$ cat src/rtl/dio_pkg.sv
// Shared constants and FSM encoding for the two-requester shared-adder arbiter.
package dio_pkg;
   localparam int DEF_W = 8;

   typedef enum logic [1:0] {
      IDLE = 2'd0,
      CALC = 2'd1,
      RESP = 2'd2
   } state_e;
endpackage

$ cat src/rtl/add_arb_if.sv
// Request/operand/result bundle between the two requesters and add_arb.
interface add_arb_if
   import dio_pkg::*;
#(
   parameter int W = DEF_W
) ();
   logic         req0, req1;
   logic [W-1:0] a0, b0, a1, b1;
   logic         gnt0, gnt1;
   logic         done0, done1;
   logic [W:0]   sum;
   logic         busy;

   modport master (
      output req0, a0, b0, req1, a1, b1,
      input  gnt0, gnt1, done0, done1, sum, busy
   );

   modport slave (
      input  req0, a0, b0, req1, a1, b1,
      output gnt0, gnt1, done0, done1, sum, busy
   );
endinterface

$ cat src/rtl/add_stage.sv
// Registered adder: operands captured on load_i, W+1-bit sum registered on calc_i.
module add_stage
   import dio_pkg::*;
#(
   parameter int W = DEF_W
) (
   input  logic         clk,
   input  logic         rst,
   input  logic         load_i,
   input  logic [W-1:0] a_i,
   input  logic [W-1:0] b_i,
   input  logic         calc_i,
   output logic [W:0]   sum_o
);
   logic [W-1:0] op_a_q, op_b_q;
   logic [W:0]   sum_q;

   always_ff @(posedge clk) begin
      if (rst) begin
         op_a_q <= '0;
         op_b_q <= '0;
         sum_q  <= '0;
      end else begin
         if (load_i) begin
            op_a_q <= a_i;
            op_b_q <= b_i;
         end
         // Zero-extend both operands so the carry lands in the MSB.
         if (calc_i) sum_q <= {1'b0, op_a_q} + {1'b0, op_b_q};
      end
   end

   assign sum_o = sum_q;
endmodule

$ cat src/rtl/add_arb.sv
// Round-robin arbiter sharing one registered adder between two requesters (IDLE/CALC/RESP).
module add_arb
   import dio_pkg::*;
#(
   parameter int W = DEF_W
) (
   input logic      clk,
   input logic      rst,
   add_arb_if.slave bus
);
   state_e       state_q, state_d;
   logic         ptr_q, ptr_d;
   logic         owner_q, owner_d;
   logic         gnt0_q, gnt0_d, gnt1_q, gnt1_d;
   logic         done0_q, done0_d, done1_q, done1_d;
   logic         busy_q, busy_d;
   logic [W-1:0] a_sel, b_sel;
   logic [W:0]   sum_w;

   always_comb begin
      state_d = state_q;
      ptr_d   = ptr_q;
      owner_d = owner_q;
      gnt0_d  = 1'b0;
      gnt1_d  = 1'b0;
      done0_d = 1'b0;
      done1_d = 1'b0;
      case (state_q)
         IDLE: begin
            // ptr_q=0 favours requester 0; each grant hands priority to the other side.
            if (bus.req0 && (!bus.req1 || !ptr_q)) begin
               state_d = CALC;
               gnt0_d  = 1'b1;
               owner_d = 1'b0;
               ptr_d   = 1'b1;
            end else if (bus.req1) begin
               state_d = CALC;
               gnt1_d  = 1'b1;
               owner_d = 1'b1;
               ptr_d   = 1'b0;
            end
         end
         CALC: begin
            state_d = RESP;
            done0_d = !owner_q;
            done1_d = owner_q;
         end
         RESP:    state_d = IDLE;
         default: state_d = IDLE;
      endcase
      busy_d = (state_d != IDLE);
   end

   always_ff @(posedge clk) begin
      if (rst) begin
         state_q <= IDLE;
         ptr_q   <= 1'b0;
         owner_q <= 1'b0;
         gnt0_q  <= 1'b0;
         gnt1_q  <= 1'b0;
         done0_q <= 1'b0;
         done1_q <= 1'b0;
         busy_q  <= 1'b0;
      end else begin
         state_q <= state_d;
         ptr_q   <= ptr_d;
         owner_q <= owner_d;
         gnt0_q  <= gnt0_d;
         gnt1_q  <= gnt1_d;
         done0_q <= done0_d;
         done1_q <= done1_d;
         busy_q  <= busy_d;
      end
   end

   assign a_sel = gnt1_d ? bus.a1 : bus.a0;
   assign b_sel = gnt1_d ? bus.b1 : bus.b0;

   add_stage #(.W(W)) u_add (
      .clk    (clk),
      .rst    (rst),
      .load_i (gnt0_d | gnt1_d),
      .a_i    (a_sel),
      .b_i    (b_sel),
      .calc_i (state_q == CALC),
      .sum_o  (sum_w)
   );

   assign bus.gnt0  = gnt0_q;
   assign bus.gnt1  = gnt1_q;
   assign bus.done0 = done0_q;
   assign bus.done1 = done1_q;
   assign bus.busy  = busy_q;
   assign bus.sum   = sum_w;
endmodule

$ cat src/flat_wrapper.sv
// flat-port wrapper written by rule: the top's interface ports become plain ports
module add_arb_flat import dio_pkg::*;
#(
   parameter int W = DEF_W
)
  (clk, rst, bus_req0, bus_a0, bus_b0, bus_req1, bus_a1, bus_b1, bus_gnt0, bus_gnt1, bus_done0, bus_done1, bus_sum, bus_busy);
  add_arb_if #(.W(W)) bus_i ();
  input logic clk;
  input logic rst;
  input wire logic [$bits(bus_i.req0)-1:0] bus_req0;
  input wire logic [$bits(bus_i.a0)-1:0] bus_a0;
  input wire logic [$bits(bus_i.b0)-1:0] bus_b0;
  input wire logic [$bits(bus_i.req1)-1:0] bus_req1;
  input wire logic [$bits(bus_i.a1)-1:0] bus_a1;
  input wire logic [$bits(bus_i.b1)-1:0] bus_b1;
  output wire logic [$bits(bus_i.gnt0)-1:0] bus_gnt0;
  output wire logic [$bits(bus_i.gnt1)-1:0] bus_gnt1;
  output wire logic [$bits(bus_i.done0)-1:0] bus_done0;
  output wire logic [$bits(bus_i.done1)-1:0] bus_done1;
  output wire logic [$bits(bus_i.sum)-1:0] bus_sum;
  output wire logic [$bits(bus_i.busy)-1:0] bus_busy;
  assign bus_i.req0 = bus_req0;
  assign bus_i.a0 = bus_a0;
  assign bus_i.b0 = bus_b0;
  assign bus_i.req1 = bus_req1;
  assign bus_i.a1 = bus_a1;
  assign bus_i.b1 = bus_b1;
  assign bus_gnt0 = bus_i.gnt0;
  assign bus_gnt1 = bus_i.gnt1;
  assign bus_done0 = bus_i.done0;
  assign bus_done1 = bus_i.done1;
  assign bus_sum = bus_i.sum;
  assign bus_busy = bus_i.busy;
  add_arb #(.W(W)) u_core (.clk(clk), .rst(rst), .bus(bus_i));
endmodule
$ cat config.mk
export PLATFORM = sky130hd
export DESIGN_NAME = add_arb_flat
export DESIGN_NICKNAME = d
export VERILOG_FILES = /design/src/rtl/dio_pkg.sv /design/src/rtl/add_arb_if.sv /design/src/rtl/add_stage.sv /design/src/rtl/add_arb.sv /design/src/flat_wrapper.sv
export SDC_FILE = /design/constraint.sdc
export NUM_CORES = 1
export LEC_CHECK = 0
export ABC_CLOCK_PERIOD_IN_PS = 2300
export CELL_PAD_IN_SITES_DETAIL_PLACEMENT = 0
export CELL_PAD_IN_SITES_GLOBAL_PLACEMENT = 1
export CORE_UTILIZATION = 34
export DETAILED_ROUTE_END_ITERATION = 10
export PLACE_DENSITY = 0.83
export SLEW_MARGIN = 20
export SYNTH_ARGS = -nofsm -noshare
export SYNTH_HDL_FRONTEND = slang
export SYNTH_SLANG_ARGS = --single-unit
$ cat constraint.sdc
create_clock -name clk -period 2.3 [get_ports clk]
set_input_delay 0.345 -clock clk [delete_from_list [all_inputs] [get_ports clk]]
set_output_delay 0.345 -clock clk [all_outputs]
set_load 0.05 [all_outputs]
; ---- After elaboration in Yosys (flattened, before gate mapping)
; Cells that the tools add are included.
[word_totals]
register_bits = 34
in_bits = 36
output_inout_bits = 14
word_cells = 39
[classes]
add_sub_neg = 1
n_eq_ne = 1
mux = 14
bitwise = 2
n_reduce_logical = 10
[ops]
columns = operator, n
row1 = 8-bit two-way mux, 2
row2 = 8-bit by 8-bit adder with 9-bit output, 1
row3 = 1-bit two-way mux, 9
row4 = 2-bit two-way mux, 2
row5 = 2-bit one-hot mux with 2 select lines, 1
row6 = 2-bit nonzero test, 2
row7 = 1-bit logical NOT, 3
row8 = 2-bit by 1-bit == test with 1-bit output (second input constant), 1
row9 = 2-bit logical NOT, 1
row10 = 2-bit AND reduction, 1
row11 = 2-bit OR reduction, 1
row12 = 1-bit logical AND, 1
row13 = 1-bit logical OR, 1
row14 = 1-bit inverter, 1
row15 = 1-bit OR, 1

; ---- Logic depth before layout (Yosys ltp)
; Gate-level depths: netlist (run 1).
[depth]
word_depth = 6
ltp_mapped = 6
mapped_depth_nobuf = 6

; ---- Modules after synthesis
; A second synthesis (run 1) with hierarchy kept.
[hier_totals]
hier_cells = 171
area_unflattened_um2 = 1732.9
[modules_own_cells]
columns = module, n_inst, cells_per_inst, area_each_um2, seq_area_each_um2
row1 = add_stage, 1, 126, 1198.6, 500.5
row2 = add_arb, 1, 45, 534.3, 180.2

; ---- Worst setup path after synthesis (run 1)
; OpenSTA, ideal clock, no wires.
[synth_timing]
kind = register -> register
start = register u_core.u_add.op_a_q[0]
end = register u_core.u_add.sum_q[8] (netlist: u_core.u_add.sum_o[8])
setup_ns = 0.116
t_arrival_ns = 1.629
required_time_ns = 2.184
path_slack_ns = 0.556
path_stages_with_launch = 7
path_buffers = 0
period_less_slack_ns = 1.744
cell_sequence = dfxtp_1 ha_1 fa_1 a21o_2 a211oi_2 o2111ai_1 and3_1
[synth_via]
elab_chain_cells = 1
[synth_lines]
columns = item, line
row1 = "start, declared", add_stage.sv:15  ; logic [W-1:0] op_a_q, op_b_q;
row2 = "start signal, assigned", add_stage.sv:25  ; op_a_q <= a_i;
row3 = 8-bit by 8-bit adder with 9-bit output, add_stage.sv:29  ; if (calc_i) sum_q <= {1'b0, op_a_q} + {1'b0, op_b_q};
row4 = "end signal, assigned", add_stage.sv:29
row5 = "end, declared", add_stage.sv:16  ; logic [W:0] sum_q;
; No other way between the ends.
; A chain may end at the register's enable or synchronous reset.

; ---- Final worst setup path (run 1)
; Ends and elaborated chain as after synthesis.

==> impl_metrics.ini, run 1 <==
[pwr]
p_per_area_mw_per_mm2 = 682
ir_worst_vdd_mv = 0.249
leakagePower_uw = 0.000841
report.power.total_uw = 1510
p_clk_share_pct = 29.9
p_switching_uw = 458
p_int_uw = 1050
p_comb_share_pct = 25.7
pwr-share-seq_pct = 44.4
swShare_pct = 30.3

[clocking]
cts.sinks = 34
clkTransAtPathRegs_ps = 70
cts_tree = yes
clkLatencyLatePin_ps = 290
cts_max_path_buffers = 2
cts_setup_buffers = 0
cts_resized = 0
cts_buffers = 5
htreeDepth = 2
cts-root-buf = clkbuf_8
cts_hold_buf = 0

[worst_setup_path]
r2r-start = u_core.u_add.op_a_q[0]
slowest_stage = fa_1
worstPathMaxFanout = 3
rr_endpoint = u_core.u_add.sum_o[8]
criticalPathCategory = reg -> reg
rr_worst_depth = 6
worstSetupStartpointType = flip-flop
endpoint_kind = flip-flop
required_ps = 2480
path_buf_inv = 0
rrSetupSlack_ps = 400
crit_chain = ha_1 > fa_1 > a21o_2 > a211oi_2 > o2111ai_1 > and3_1
cpLargestDelayFamily = compound AO/OA/AOI/OAI gates
crit_path_max_incr_delay_ps = 400
arrival_ps = 2080

[logic_synthesis]
synth_top_family_by_area = compound AO/OA/AOI/OAI gates
syn_nets = 226
async_flop_share_pct = 0
ys_ff_latch = 34
ys_types = 39
synthMuxAreaShare_pct = 0
synth.avg_cell_area_um2 = 8.86
yosysTopAreaCell = dfxtp_1
synth-compound-area-share_pct = 25.1
synthSimpleGateAreaFrac_pct = 19.3
seq_area_frac_synth_pct = 42.5
synth_top_flop_cell = dfxtp_1
ys_top_cells_by_area = dfxtp_1, a21oi_1, o221ai_1, nand2_1, ha_1
yosysWarnings = 0
synth_top_cell_area_share_pct = 42.5
netlist_area_mm2 = 0.00160
synthXorXnorAreaFrac_pct = 1.09
synth_edf_count = 0
syn_inst = 181
synthAdderAreaFrac_pct = 7.49

[timing]
fmax_mhz = 527
slew_headroom_pct = 61.3
worst_slew_pin_slew_ps = 580
fin_tns_setup_ps = 0
rsz0062_at_grt = false
min_period_over_period_pct = 82.5
period_needed_ps = 1900
finalHoldViolations = 0
slew_viol_final = 0
setup-violations-final = 0
finClkSkew_ps = 3.12
setup_ws_ps = 403

[floorplan]
dieArea_mm2 = 0.00499
die_h_um = 70.7
die_x_um = 70.7
start_util_pct = 36.1
coreArea_mm2 = 0.00444
io_pins = 50
std_cell_rows = 24

[placement]
dp_hpwl_um = 2720
place_area_mm2 = 0.00213
pre_cts_slack_ps = 402
port_buffers = 49
gp_congestion = 0.824

[final_layout]
antennaDiodeCount = 0
layout-drive-gt1-share_pct = 8.66
final_common_cell = clkdlybuf4s50_1
layout.cells.most_common_list = clkdlybuf4s50_1, dfxtp_1, nand2_1, a21oi_1, o221ai_1
post-route-util_pct = 49.9
post-route-cell-area_mm2 = 0.00222
area_delta_synth_final_pct = 38.3
fin_nets = 275

[global_routing]
grt_start_max_net_pins = 30
overflow = 0
antenna_found_initial = 0
track_usage_pct = 16.6
grt_pass1_vias = 1411
grt_pass1_wl_um = 6510

[routing]
dr.pass1.iters = 7
ant_nets = 0
drt_iter0_drc = 95
vias = 1458
wl_um = 3700
routedWlPerCell_um = 13.1
drc_errors = 5
avgViaCountPerCell = 5.15

[hold_path]
hold_depth = 2
hold_start = u_core.u_add.sum_o[3]
holdPathEnd = u_core.u_add.sum_o[3]
hold_path_class = reg -> reg

[outcome]
violations = design-rule violations
status = complete, but fails checks

[job]
max-cap-violations = 0
-- worst min-delay path, delay by kind of cell (launching register included) --
kind,cells,cell delay (ps)
flip-flops,1,310
AND/OR/NAND/NOR,1,50
AO/OA/AOI/OAI,1,50
-- layout make-up --
type / count / area (um^2)
clock buffers: 7 / 86.3
clock inverters: 1 / 5.00
fillers: 450 / 2230
inverters: 3 / 11.3
multi-input cells: 133 / 848
flip-flops and latches: 34 / 681
well taps: 52 / 65.1
repair buffers: 53 / 520
-- power groups by stage --
stage	clock network [uW]	logic [uW]	registers (uW)
2_1_floorplan	0	195	737
3_3_place_gp	0	391	683
3_5_place_dp	0	391	685
4_1_cts	465	393	671
5_1_grt	487	429	677
6_report	452	389	670
-- per-layer routing --
metal | up-vias | wire length, um | share of wire (%) | track usage, %
li1 | 770 | - | - | -
met1 | 645 | 1840 | 50 | 21.2
met2 | 37 | 1650 | 45 | 26.9
met3 | 6 | 146 | 4.0 | 4.42
met4 | 0 | 69 | 1.9 | 6.67
met5 | - | 0 | 0 | 0
-- cell families after synthesis --
family,Yosys count
adder cells (fa/ha/maj),9
flip-flops,34
buffers and inverters,14
AND/OR/NAND/NOR,62
XOR/XNOR,2
AO/OA/AOI/OAI,60
-- metrics by stage --
| stage | instances | hold slack, ps |
|---|---|---|
| global placement | 275 | 445 |
| finish | 283 | 450 |
| global route | 283 | 481 |
| detailed placement | 275 | 444 |
| floorplan | 181 | 417 |
| CTS | 283 | 453 |
-- synthesized netlist by cell type, types with 2 or more instances --
cell / n
dfxtp_1: 34
a21oi_1: 27
nand2_1: 27
o221ai_1: 15
ha_1: 8
nor2_1: 8
nand3_1: 7
o21ai_0: 7
and3_1: 4
clkbuf_1: 4
nor3_1: 4
a211oi_1: 2
and4_1: 2
buf_1: 2
buf_2: 2
buf_6: 2
inv_1: 2
or3_1: 2
xnor2_1: 2
-- sequential cells by signal, summed over array words and instances (netlist names) --
name                 flops
u_core.bus.busy          1
u_core.bus.done0         1
u_core.bus.done1         1
u_core.bus.gnt0          1
u_core.bus.gnt1          1
u_core.owner_q           1
u_core.ptr_q             1
u_core.state_q           2
u_core.u_add.op_a_q      8
u_core.u_add.op_b_q      8
u_core.u_add.sum_o       9
-- how the worst max path moves through the flow --
stage	start	to	slack (ps)	cells past startpoint
final	u_core.u_add.op_a_q[0]	u_core.u_add.sum_o[8]	400	6
after global routing	u_core.u_add.op_a_q[0]	u_core.u_add.sum_o[8]	300	6
after CTS	u_core.u_add.op_a_q[0]	u_core.u_add.sum_o[8]	390	6
after detailed placement	u_core.u_add.op_a_q[0]	u_core.u_add.sum_o[8]	400	6
after global placement	u_core.u_add.op_a_q[0]	u_core.u_add.sum_o[8]	450	6
after floorplan	u_core.u_add.op_a_q[0]	u_core.u_add.sum_o[8]	560	6
Power figures use the tool's default switching activity.
==> inputs of run 2 (changes only) <==
- ABC_CLOCK_PERIOD_IN_PS: 2300 -> 1950
- clock period: 2.3 -> 1.95 ns (I/O delays scaled with it)
==> impl_metrics.ini, run 2 (synthesized netlist as in run 1, its figures left out) <==
[pwr]
ir_worst_vdd_mv = 0.438
swShare_pct = 28.5
p_switching_uw = 550
p_per_area_mw_per_mm2 = 843
p_comb_share_pct = 25.0
p_int_uw = 1380
pwr-share-seq_pct = 41.0
p_clk_share_pct = 34.1
leakagePower_uw = 0.000877

[final_layout]
post-route-util_pct = 51.5
area_delta_synth_final_pct = 42.8
layout.cells.most_common_list = clkdlybuf4s50_1, dfxtp_1, nand2_1, a21oi_1, o221ai_1
fillers = 436
multiInputGateArea_um2 = 848
fin_nets = 280
layout-drive-gt1-share_pct = 10.6
seqCellArea_um2 = 681
final_common_cell = clkdlybuf4s50_1
antennaDiodeCount = 0
largest_register_ffs = 9

[clocking]
cts-root-buf = clkbuf_8
clkLatencyLatePin_ps = 290
cts.sinks = 34
htreeDepth = 2
cts_max_path_buffers = 2
cts_resized = 0
cts_setup_buffers = 0
cts_buffers = 5
cts_tree = yes
cts_hold_buf = 0
clkTransAtPathRegs_ps = 60

[routing]
avgViaCountPerCell = 5.27
routedWlPerCell_um = 13.8
ant_nets = 0
drt_iter0_drc = 111
dr.pass1.iters = 7
drc_errors = 4
vias = 1513
wl_um = 3960

[floorplan]
start_util_pct = 36.1
die_x_um = 70.7
dieArea_mm2 = 0.00499
std_cell_rows = 24
io_pins = 50
coreArea_mm2 = 0.00444
die_h_um = 70.7

[timing]
fin_tns_setup_ps = 0
slew_viol_final = 0
slew_headroom_pct = 65.9
whs_ps = 454
finalHoldViolations = 0
setup_ws_ps = 129
setup-violations-final = 0
fmax_mhz = 549
finClkSkew_ps = 9.36
period_needed_ps = 1820
rsz0062_at_grt = false
min_period_over_period_pct = 93.4
worst_slew_pin_slew_ps = 509

[worst_setup_path]
r2r-start = u_core.u_add.op_a_q[0]
required_ps = 2130
slowest_stage = fa_1
endpoint_kind = flip-flop
criticalPathCategory = reg -> reg
rrSetupSlack_ps = 130
rr_endpoint = u_core.u_add.sum_o[8]
arrival_ps = 2000
worstPathMaxFanout = 2
crit_chain = ha_1 > fa_1 > a21o_2 > a211oi_2 > o2111ai_1 > and3_1
worstSetupStartpointType = flip-flop
crit_path_max_incr_delay_ps = 390
rr_worst_depth = 6

[job]
max-cap-violations = 0

[global_routing]
grt_pass1_vias = 1431
overflow = 0
track_usage_pct = 17.0
grt_pass1_wl_um = 6680
antenna_found_initial = 0
grt_start_max_net_pins = 21

[hold_path]
hold_depth = 2
hold_start = u_core.u_add.sum_o[0]
holdPathEnd = u_core.u_add.sum_o[0]
hold_path_class = reg -> reg

[outcome]
status = complete, but fails checks
violations = design-rule violations

[placement]
pre_cts_slack_ps = 131
dp_hpwl_um = 2900
gp_congestion = 0.902
port_buffers = 49
-- run 2: stage by stage --
stage / power [uW] / instances / cell area [um^2]
floorplan: 1100 / 181 / 1600
global placement: 1280 / 280 / 2180
detailed placement: 1290 / 280 / 2180
CTS: 1940 / 287 / 2290
global route: 2030 / 287 / 2290
finish: 1930 / 287 / 2290
-- run 2: critical path, delay by kind of cell (launching register included) --
| kind | cells | cell delay, ps |
|---|---|---|
| flops | 1 | 320 |
| simple gates | 1 | 170 |
| fa+ha+maj | 2 | 610 |
| compound gates | 3 | 610 |
-- run 2: worst max path at each step --
stage | slack [ps] | startpoint | end
floorplan | 210 | u_core.u_add.op_a_q[0] | u_core.u_add.sum_o[8]
global placement | 190 | u_core.u_add.op_a_q[0] | u_core.u_add.sum_o[8]
detailed placement | 130 | u_core.u_add.op_a_q[0] | u_core.u_add.sum_o[6]
CTS | 120 | u_core.u_add.op_a_q[0] | u_core.u_add.sum_o[8]
global route | 40 | u_core.u_add.op_a_q[0] | u_core.u_add.sum_o[8]
finish | 130 | u_core.u_add.op_a_q[0] | u_core.u_add.sum_o[8]
-- run 2: layout make-up --
| cell class | count | share of cell area, % |
|---|---|---|
| Multi-Input combinational cell | 133 | 37.1 |
| Sequential cell | 34 | 29.7 |
| Timing Repair Buffer | 58 | 24.9 |
| Clock buffer | 6 | 3.61 |
| Tap cell | 52 | 2.84 |
| Clock inverter | 1 | 1.31 |
| Inverter | 3 | 0.492 |
-- run 2: layer usage --
metal,wire length [um],track usage [%],vias up
met4,74,6.22,0
met3,204,4.99,6
met5,0,0,-
met1,1940,22.5,685
met2,1740,26.5,46
li1,-,-,776
-- run 2: power groups by stage --
| stage | sequential (uW) | combinational, uW | clock, uW |
|---|---|---|---|
| CTS | 791 | 484 | 668 |
| detailed placement | 807 | 480 | 0 |
| finish | 791 | 482 | 657 |
| global placement | 805 | 478 | 0 |
| global route | 797 | 523 | 709 |
| floorplan | 870 | 230 | 0 |
==> variant 1, RTL diff (config.mk and constraints of run 2) <==
Change the package constant `DEF_W` from 8 to 7.
--- a/src/rtl/dio_pkg.sv
+++ b/src/rtl/dio_pkg.sv
@@ -1,6 +1,6 @@
 // Shared constants and FSM encoding for the two-requester shared-adder arbiter.
 package dio_pkg;
-   localparam int DEF_W = 8;
+   localparam int DEF_W = 7;
 
    typedef enum logic [1:0] {
       IDLE = 2'd0,
Interface: changed (5 resized); port bits go from 50 to 45. No check against the original RTL was run, so the function may have changed too.
==> variant 1 against run 2 <==
  * Combinational power up 11%
  * Synthesized area shrank 1.4%
  * Sequential cell count down 3
  * Design area shrank 5.5%
  * Worst setup slack better by 0.044 ns
  * Wire length decreased by 10%
  * Power is 4.7% lower
  * Cell count fell by 11%
  * Sequential power shrank 6.8%
  * Die area is 1.4% lower
  * Maximum frequency is 2.5% higher
==> variant 1: results (changes against run 2) <==
worst stage delay on the critical path -> 0.42 ns (+0.03 ns)
pre-CTS setup slack -> 0.196 ns (+0.0657 ns)
Hold Crit Depth -> 2 (unchanged)
Most used DFF post-synth -> dfxtp_1
Mapped Nets -> 197 (-13%)
clock latency on the worst-skew pair -> 0.28 ns
post-CTS setup buffer count -> 0 (unchanged)
Layout Cells excl Fill -> 256 (-11%)
Clock Path Buffers -> 2 (unchanged)
Avg Cell Area, Syn -> 10.1 sq um (+14%)
register area share after synthesis -> 39.3% (-3.2 points)
final clock skew -> 0.00444 ns (-0.00491 ns)
Synth area leaders -> dfxtp_1 39%, mux2i_1 8.9%, a211oi_2 7.9%, a21oi_1 7.0%, ha_1 5.5%
FILL cells -> 415 (-4.8%)
Iteration-0 DRC Markers -> 57 (-49%)
gpl congestion -> 0.808 (-10%)
slew margin rel. -> 67.1% (+1.2 points)
Final nets -> 243 (-13%)
via count -> 1371 (-9.4%)
drt first pass iters -> 4 (-3)
Leak -> 0.839 nW (-4.4%)
GRT Total Usage -> 16.4% (-0.66 points)
largest net degree at the start of global routing -> 25 (+19%)
Worst VDD drop -> 0.340 mV (-22%)
cell family with most CP delay -> adder cells
Yosys warning total -> 0 (unchanged)
CTS resizes -> 0 (unchanged)
Root Buffer -> clkbuf_8
global-route wire length before repair -> 6270 um (-6.1%)
Post-DP HPWL -> 2620 um (-9.5%)
Max H-tree Level -> 2 (unchanged)
Worst Path Arrival -> 1.95 ns (-0.05 ns)
Worst-path clk slew -> 0.07 ns
Port Buffers -> 44 (-10%)
R2R depth -> 6 (unchanged)
Post-synth top cells -> 31 x dfxtp_1, 22 x a21oi_1, 14 x mux2i_1, 10 x a211oi_2, 9 x a211oi_1
vias in the first global route -> 1294 (-9.6%)
DR WL/cell -> 13.9 um (+0.84%)
fraction of layout cells with a size suffix above 1 -> 14.2% (+3.6 points)
# diodes -> 0 (unchanged)
Worst Path Max Fanout -> 4 (+2)
share of synthesized registers carrying an async set or reset -> 0% (unchanged)
run status -> finished clean
CTS buffer count -> 5 (unchanged)
Slowest cell on crit path -> fa_1
initial antenna violation count -> 0 (unchanged)
Placed Instances -> 248 (-11%)
Largest register FFs -> 8 (-1)
count of cell types in the netlist -> 41 (+5.1%)
HP Class -> flop to flop
DP Area -> 0.00206 sq mm (-5.3%)
## variant 1: cell types whose count changed in the layout (fill, tap and decap cells not counted), moves of 5 or more
cell                    run 2  this run
nand3_1                     7         2
nand2_1                    27         5
clkdlybuf4s50_1            49        44
o221ai_1                   15         2
o21ai_0                     6         1
mux2i_1                     0        14
a211oi_1                    2         9
a211oi_2                    1        10
a21oi_1                    27        22
## variant 1: path summary, 6_finish.rpt
path,from,to,slack (ns)
max reg2reg,u_core.u_add.op_a_q[0],u_core.u_add.sum_o[6],0.17
max,u_core.u_add.op_a_q[0],u_core.u_add.sum_o[6],0.17
min reg2reg,u_core.u_add.sum_o[1],u_core.u_add.sum_o[1],0.46
min,u_core.u_add.sum_o[1],u_core.u_add.sum_o[1],0.46
## variant 1: layout make-up
type | instances | area (sq um) | share of cell area (%)
Tap cell | 52 | 65.1 | 3.01
Clock inverter | 1 | 7.51 | 0.347
Sequential cell | 31 | 621 | 28.7
Inverter | 2 | 7.51 | 0.347
Clock buffer | 7 | 96.3 | 4.45
Multi-Input combinational cell | 111 | 866 | 40.0
Timing Repair Buffer | 52 | 500 | 23.1
## variant 1: logic make-up after synthesis
kind of cell | synth area share, %
compound gates | 28.1
xor+xnor | 0.554
fa+ha+maj | 6.81
buf+inv | 6.17
flops | 39.3
mux | 8.87
simple gates | 10.2
## variant 1: power breakdown
part	switching, mW	internal (mW)	leakage [nW]
Sequential	0.0389	0.698	0.256
Combinational	0.296	0.237	0.532
Clock	0.247	0.321	0.0505
Total	0.582	1.26	0.839
## variant 1: layer usage
| metal | wire [um] | global-route usage [%] | share of wire, % |
|---|---|---|---|
| met5 | 0 | 0 | 0 |
| met2 | 1610 | 24.4 | 45 |
| met4 | 54 | 7.33 | 1.5 |
| met3 | 162 | 4.91 | 4.6 |
| met1 | 1730 | 21.7 | 49 |
==> variant 2, RTL diff (config.mk and constraints of run 2) <==
Made on the original files. The 3 states of `state_e` get a one-hot encoding in 3 bits.
--- a/src/rtl/dio_pkg.sv
+++ b/src/rtl/dio_pkg.sv
@@ -2,10 +2,10 @@
 package dio_pkg;
    localparam int DEF_W = 8;
 
-   typedef enum logic [1:0] {
-      IDLE = 2'd0,
-      CALC = 2'd1,
-      RESP = 2'd2
+   typedef enum logic [2:0] {
+      IDLE = 3'b001,
+      CALC = 3'b010,
+      RESP = 3'b100
    } state_e;
 endpackage
 
Formal check against the unedited RTL: same outputs for any inputs over 10 cycles, from zero or initial values and one cycle with rst high; not proved beyond that.
==> variant 2 against run 2 <==
  * First-iteration DRC count is 49% lower
  * Power down 7.7%
  * Non-clock buffer count decreased by 2
  * Worst setup slack worse by 0.041 ns
  * Wire length is 11% lower
  * Cell count fell by 5.9%
  * Critical endpoint is now u_core.u_add.sum_o[8]
  * Sequential cell count rose by 1
  * Design area increased by 0.55%
  * Die area up 0.38%
  * Sequential share of layout area increased by 0.71 points
  * Synthesized area increased by 0.39%
  * Clock power is 22% lower
==> variant 2: results (changes against run 2) <==
Tcrit/Tclk final -> 95.5% (+2.1 points)
fraction of layout cells with a size suffix above 1 -> 9.63% (-1.0 points)
global-route wire length before repair -> 6240 um (-6.5%)
DRC -> 0 (-4)
Sw Share -> 29.9% (+1.4 points)
Placed Instances -> 262 (-6.4%)
count of cell types in the netlist -> 38 (-2.6%)
vias in the first global route -> 1329 (-7.1%)
xor/xnor share of the synthesized area -> 1.09% (-0.0042 points)
met3 usage -> 4.84% (-0.14 points)
Layout Cells excl Fill -> 270 (-5.9%)
Gate Count Post-Synth -> 160 (-12%)
met3 WL -> 164 um (-20%)
final clock skew -> 0.00821 ns (-0.00115 ns)
Via density -> 5.02 (-4.8%)
Critical R2R Capture -> u_core.u_add.sum_o[8]
run status -> finished clean
worst stage delay on the critical path -> 0.41 ns (+0.02 ns)
DR WL/cell -> 13.0 um (-5.7%)
Reg2Reg Setup Slack -> 0.09 ns (-0.04 ns)
met2 Use GR -> 25.2% (-1.3 points)
Post-DP HPWL -> 2690 um (-6.9%)
DP Area -> 0.00221 sq mm (+1.6%)
register area share after synthesis -> 43.5% (+1.1 points)
cell family with most CP delay -> compound AO/OA/AOI/OAI gates
M1 WL -> 1690 um (-13%)
Synth area leaders -> dfxtp_1 44%, mux2i_1 10%, o2bb2ai_1 8.7%, ha_1 6.2%, a21oi_1 3.4%
Worst Path Arrival -> 2.05 ns (+0.05 ns)
Power Total -> 1.78 mW (-7.7%)
GRT Total Usage -> 16.1% (-0.88 points)
Worst Hold Endpoint -> u_core.bus.done0
[variant 2: cell count changes in the layout (fill, tap and decap cells not counted), sizes merged, moves of 2 or more]
cell,change
o221ai,-16
nor3b,+2
o2bb2ai,+16
nand2,-14
buf,-2
and4,-2
a21oi,-17
and3,-3
nand2b,-2
inv,+2
mux2i,+16
[variant 2: logic make-up (layout without fill, tap and decap cells)]
group | count (synthesis) | after routing
buf+inv | 11 | 69
flops | 35 | 35
mux | 16 | 16
xor+xnor | 2 | 2
fa+ha+maj | 9 | 9
compound gates | 45 | 45
simple gates | 42 | 42
[variant 2: timing repair]
item | in CTS | in global routing
setup endpoints to repair | 0 | 2
setup buffers | 0 | 0
resized for setup | 0 | 1
[variant 2: cell type report]
class,instances,area [sq um]
clock inverters,2,12.5
inverters,5,18.8
fillers,424,2140
multi-input cells,114,863
repair buffers,56,568
clock buffers,6,72.6
flip-flops and latches,35,701
well taps,52,65.1
